==> config.mk <==
export PLATFORM = sky130hd
export DESIGN_NAME = midi_uart_rx
export DESIGN_NICKNAME = d
export VERILOG_FILES = /design/src/rtl/midi_uart_rx.sv
export SDC_FILE = /design/constraint.sdc
export NUM_CORES = 1
export LEC_CHECK = 0
export CORE_MARGIN = 2
export CORE_UTILIZATION = 45
export CTS_BUF_LIST = sky130_fd_sc_hd__clkbuf_4
export CTS_CLUSTER_DIAMETER = 60
export DETAILED_ROUTE_END_ITERATION = 8
export SETUP_SLACK_MARGIN = 0.1
export SLEW_MARGIN = 25
export SYNTH_ARGS = -nofsm -noshare
export SYNTH_HDL_FRONTEND = slang
export SYNTH_SLANG_ARGS = --single-unit
==> constraint.sdc <==
create_clock -name clk -period 3.45 [get_ports clk]
set_input_delay 0.69 -clock clk [delete_from_list [all_inputs] [get_ports clk]]
set_output_delay 0.69 -clock clk [all_outputs]
set_load 0.05 [all_outputs]
==> src/rtl/midi_uart_rx.sv <==
// MIDI IN serial receiver: 31250 baud 8N1, LSB first, 16x oversampling with
// 3-sample majority vote, valid/ready byte output, framing-error and overrun pulses.
module midi_uart_rx #(
  parameter int DIV_OVS = 32,
  parameter int DIV_W   = 6
) (
  input  logic       clk,
  input  logic       reset_n,
  input  logic       rxd,
  output logic [7:0] data,
  output logic       valid,
  input  logic       ready,
  output logic       frame_err,
  output logic       overrun
);

  // Handshake: data/valid form a valid/ready pair; a byte transfers on every
  // clk edge where valid & ready are both 1, and data is stable while valid=1.

  typedef enum logic [2:0] {
    IDLE      = 3'd0,
    START     = 3'd1,
    DATA      = 3'd2,
    STOP      = 3'd3,
    WAIT_IDLE = 3'd4
  } state_t;

  localparam logic [DIV_W-1:0] TICK_LAST = DIV_W'(DIV_OVS - 1);

  state_t           state;
  logic             rxd_m;
  logic             rxd_s;
  logic [DIV_W-1:0] tick_cnt;
  logic [3:0]       s_idx;
  logic [2:0]       bit_idx;
  logic             samp7;
  logic             samp8;
  logic [7:0]       shreg;
  logic             tick;
  logic             maj;

  assign tick = (tick_cnt == TICK_LAST);
  // Only meaningful on the s=9 tick, where rxd_s is the third sample.
  assign maj  = (samp7 & samp8) | (samp7 & rxd_s) | (samp8 & rxd_s);

  always_ff @(posedge clk or negedge reset_n) begin
    if (!reset_n) begin
      rxd_m <= 1'b1;
      rxd_s <= 1'b1;
    end else begin
      rxd_m <= rxd;
      rxd_s <= rxd_m;
    end
  end

  always_ff @(posedge clk or negedge reset_n) begin
    if (!reset_n) begin
      state     <= IDLE;
      tick_cnt  <= '0;
      s_idx     <= 4'd0;
      bit_idx   <= 3'd0;
      samp7     <= 1'b1;
      samp8     <= 1'b1;
      shreg     <= 8'h00;
      data      <= 8'h00;
      valid     <= 1'b0;
      frame_err <= 1'b0;
      overrun   <= 1'b0;
    end else begin
      frame_err <= 1'b0;
      overrun   <= 1'b0;
      if (valid && ready) valid <= 1'b0;

      if (state == IDLE) begin
        tick_cnt <= '0;
        s_idx    <= 4'd0;
        if (!rxd_s) state <= START;
      end else begin
        tick_cnt <= tick ? '0 : tick_cnt + DIV_W'(1);
        if (tick) begin
          s_idx <= s_idx + 4'd1;
          if (s_idx == 4'd7) samp7 <= rxd_s;
          if (s_idx == 4'd8) samp8 <= rxd_s;
          case (state)
            START: begin
              if (s_idx == 4'd9 && maj) begin
                state <= IDLE;
              end else if (s_idx == 4'd15) begin
                state   <= DATA;
                bit_idx <= 3'd0;
              end
            end
            DATA: begin
              if (s_idx == 4'd9) shreg <= {maj, shreg[7:1]};
              if (s_idx == 4'd15) begin
                bit_idx <= bit_idx + 3'd1;
                if (bit_idx == 3'd7) state <= STOP;
              end
            end
            STOP: begin
              // Leave STOP at mid-bit so a start edge late in the stop bit is caught.
              if (s_idx == 4'd9) begin
                if (maj) begin
                  if (!valid || ready) begin
                    data  <= shreg;
                    valid <= 1'b1;
                  end else begin
                    overrun <= 1'b1;
                  end
                  state <= IDLE;
                end else begin
                  frame_err <= 1'b1;
                  state     <= WAIT_IDLE;
                end
              end
            end
            default: ;
          endcase
        end
        if (state == WAIT_IDLE && rxd_s) state <= IDLE;
      end
    end
  end

endmodule
==> flow_metrics.env <==
export IMPL_run_status="completed"
export IMPL_drc_errors=0
export IMPL_ys_seq_area_frac=0.548
export IMPL_post_cts_resized=0
export IMPL_io_buffers=14
export IMPL_ys_flop_type="dfrtp_1"
export IMPL_cts_sink_count=39
export IMPL_synthArstFlopShare=1.00
export IMPL_critPathLaunchType="flop"
export IMPL_gr_total_overflow=0
export IMPL_crit_fanout=8
export IMPL_fin_tns_setup_ps=0
export IMPL_clk_latency_ps=350
export IMPL_combinationalPowerShare=0.016
export IMPL_final_nets=174
export IMPL_ys_types=36
export IMPL_r2r_start="tick_cnt[0]$_DFF_PN0_"
export IMPL_timing_hold_ws_ps=365
export IMPL_area_delta_synth_final_pct=12.8
export IMPL_swShare=0.226
export IMPL_syn_area_sq_um=1790
export IMPL_max_slew_margin_rel=0.436
export IMPL_setup_viol=0
export IMPL_power_frac_seq=0.660
export IMPL_cts_tree="yes"
export IMPL_p_leak_nw=0.955
export IMPL_start_util=0.478
export IMPL_htreeDepth=2
export IMPL_pin_count=15
export IMPL_yosysWarnings=0
export IMPL_p_total_mw=0.697
export IMPL_avgSynthCellArea_sq_um=12.1
export IMPL_drive_gt1_frac=0.212
export IMPL_antenna_found_initial=0
export IMPL_routed_via_density=5.28
export IMPL_finClkSkew_ps=11.1
export IMPL_synth_edff_count=0
export IMPL_vdd_ir_drop_worst_mv=0.265
export IMPL_maxCapViolations=0
export IMPL_clock_fmax_mhz=429
export IMPL_required_ps=3680
export IMPL_synth_nets=158
export IMPL_dp_hpwl_mm=2.28
export IMPL_worstHoldStart="rxd_m$_DFF_PN1_"
export IMPL_firstDrtPassIters=5
export IMPL_grt_pass1_wl_mm=5.38
export IMPL_ys_seq_elements=39
export IMPL_cp_cell_sequence="ha_1 -> nand4_1 -> or2_0 -> or4_4 -> nand2b_4 -> mux2_4"
export IMPL_rows=22
export IMPL_grt_pass1_vias=1147
export IMPL_routed_via_count=1125
export IMPL_die_h_microns=67.1
export IMPL_clk_pin_slew_worst_paths_ps=120
export IMPL_postCtsHoldBufs=0
export IMPL_critical_path_max_stage_delay_ps=570
export IMPL_startpoint="tick_cnt[0]$_DFF_PN0_"
export IMPL_endpoint_kind="flop"
export IMPL_synthCells=148
export IMPL_totalWireLength_mm=3.11
export IMPL_core_area_sq_um=3740
export IMPL_hold_viol=0
export IMPL_die_w_microns=67.1
export IMPL_cp_num_buf_inv=0
export IMPL_grt_usage=0.166
export IMPL_final_max_slew_viol_count=0
export IMPL_clk_path_buf_depth=2
export IMPL_final_cell_mix="dfrtp_1 (35), nor2_1 (15), clkdlybuf4s50_1 (13)"
export IMPL_worst_hold_path_type="flop to flop"
export IMPL_drt_iter0_markers=63
export IMPL_slowest_stage="or4_4"
export IMPL_crit_type="flop to flop"
export IMPL_power_per_cell_area_nw_per_um2=345
export IMPL_antenna_cells=0
export IMPL_drt_antenna_violating_nets=0
export IMPL_dieArea_sq_um=4500
export IMPL_grt_max_degree=40
export IMPL_power_net_switching_mw=0.157
export IMPL_final_common_cell="dfrtp_1"
export IMPL_cts_buffers_inserted=5
export IMPL_rsz0062_at_grt="no"
export IMPL_min_period_ps=2330
export IMPL_p_clk_frac=0.323
export IMPL_postCtsSetupBuffers=0
export IMPL_wl_per_cell_microns=14.6
export IMPL_cp_top_family="simple AND/OR/NAND/NOR gates"
export IMPL_crit_arrival_ps=2560
export IMPL_tightestPinTransition_ps=846
export IMPL_routabilityCongestion=0.773
export IMPL_internal_power_mw=0.540
export IMPL_root_buffer="clkbuf_4"
export IMPL_min_period_over_period=0.675
[power groups by stage]
stage | logic [mW] | registers [mW] | clock network [mW]
finish | 0.0114 | 0.460 | 0.225
detailed placement | 0.0122 | 0.469 | 0
floorplan | 0.000413 | 0.469 | 0
global placement | 0.0119 | 0.469 | 0
global route | 0.0132 | 0.461 | 0.261
CTS | 0.0122 | 0.460 | 0.238
[worst reg2reg max path, stage by stage (launching register included)]
cell	delay [ps]
dfrtp_1	390
ha_1	220
nand4_1	140
or2_0	350
or4_4	570
nand2b_4	230
mux2_4	320
[flip-flops by register name (all words and copies together), names as in the netlist]
name	flops
rxd_m	1
samp8	1
data	8
valid	1
tick_cnt	6
s_idx	4
rxd_s	1
samp7	1
state	3
overrun	1
bit_idx	3
shreg	8
frame_err	1
[final timing paths]
check | to | slack, ps | cells past startpoint
max | data[6]$_DFFE_PN0P_ | 1120 | 6
min | rxd_s$_DFF_PN1_ | 370 | 0
max reg2reg | data[6]$_DFFE_PN0P_ | 1120 | 6
min reg2reg | rxd_s$_DFF_PN1_ | 370 | 0
max in group asynchronous | s_idx[0]$_DFFE_PN0N_ | 2480 | 1
min in group asynchronous | shreg[5]$_DFFE_PN0P_ | 440 | 1
[cell usage after synthesis (all sizes together) (2+ instances only)]
library cell	instances	share of area
o21ai	4	0.011
nand2b	4	0.018
a22o	2	0.0098
dfstp	4	0.059
inv	3	0.0063
mux2	18	0.13
dfrtp	35	0.49
xor2	3	0.015
nor3	7	0.022
xnor2	4	0.020
nand4b	2	0.0098
nand3	5	0.014
ha	6	0.042
or4	2	0.010
clkbuf	5	0.011
nor2b	3	0.010
nand3b	3	0.013
nor2	15	0.031
nand2	11	0.023
[through the flow]
stage               area, sq um   util  worst slack, ps  std cells
floorplan                  1790      -             1240        148
global placement           1960  0.524             1220        205
detailed placement         1960  0.524             1130        205
CTS                        2020  0.539             1100        213
global route               2020  0.539             1020        213
finish                     2020  0.539             1120        213
[layout make-up]
type | count | area, sq um
clock inverters | 3 | 20.0
inverters | 3 | 11.3
multi-input cells | 100 | 767
clock buffers | 5 | 37.5
fillers | 336 | 1720
repair buffers | 15 | 143
well taps | 48 | 60.1
flip-flops and latches | 39 | 981
[metal layers]
metal | track usage | share of wire | vias up
li1 | - | - | 547
met1 | 0.200 | 0.44 | 549
met2 | 0.278 | 0.50 | 23
met3 | 0.0507 | 0.040 | 6
met4 | 0.0612 | 0.015 | 0
met5 | 0 | 0 | -
[kinds of logic (layout without fill, tap and decap cells)]
kind of cell               count (synthesis)  count (layout)  synth area share
AOI/OAI and AO/OA                          9               9            0.0342
xor gates and xnor gates                   7               7            0.0342
adders and majority gates                  7               7            0.0475
buffers and inverters                      9              26            0.0238
DFF                                       39              39             0.548
muxes                                     19              19             0.136
and+or+nand+nor                           58              58             0.177
No activity file was read; power rests on OpenSTA's default activity.
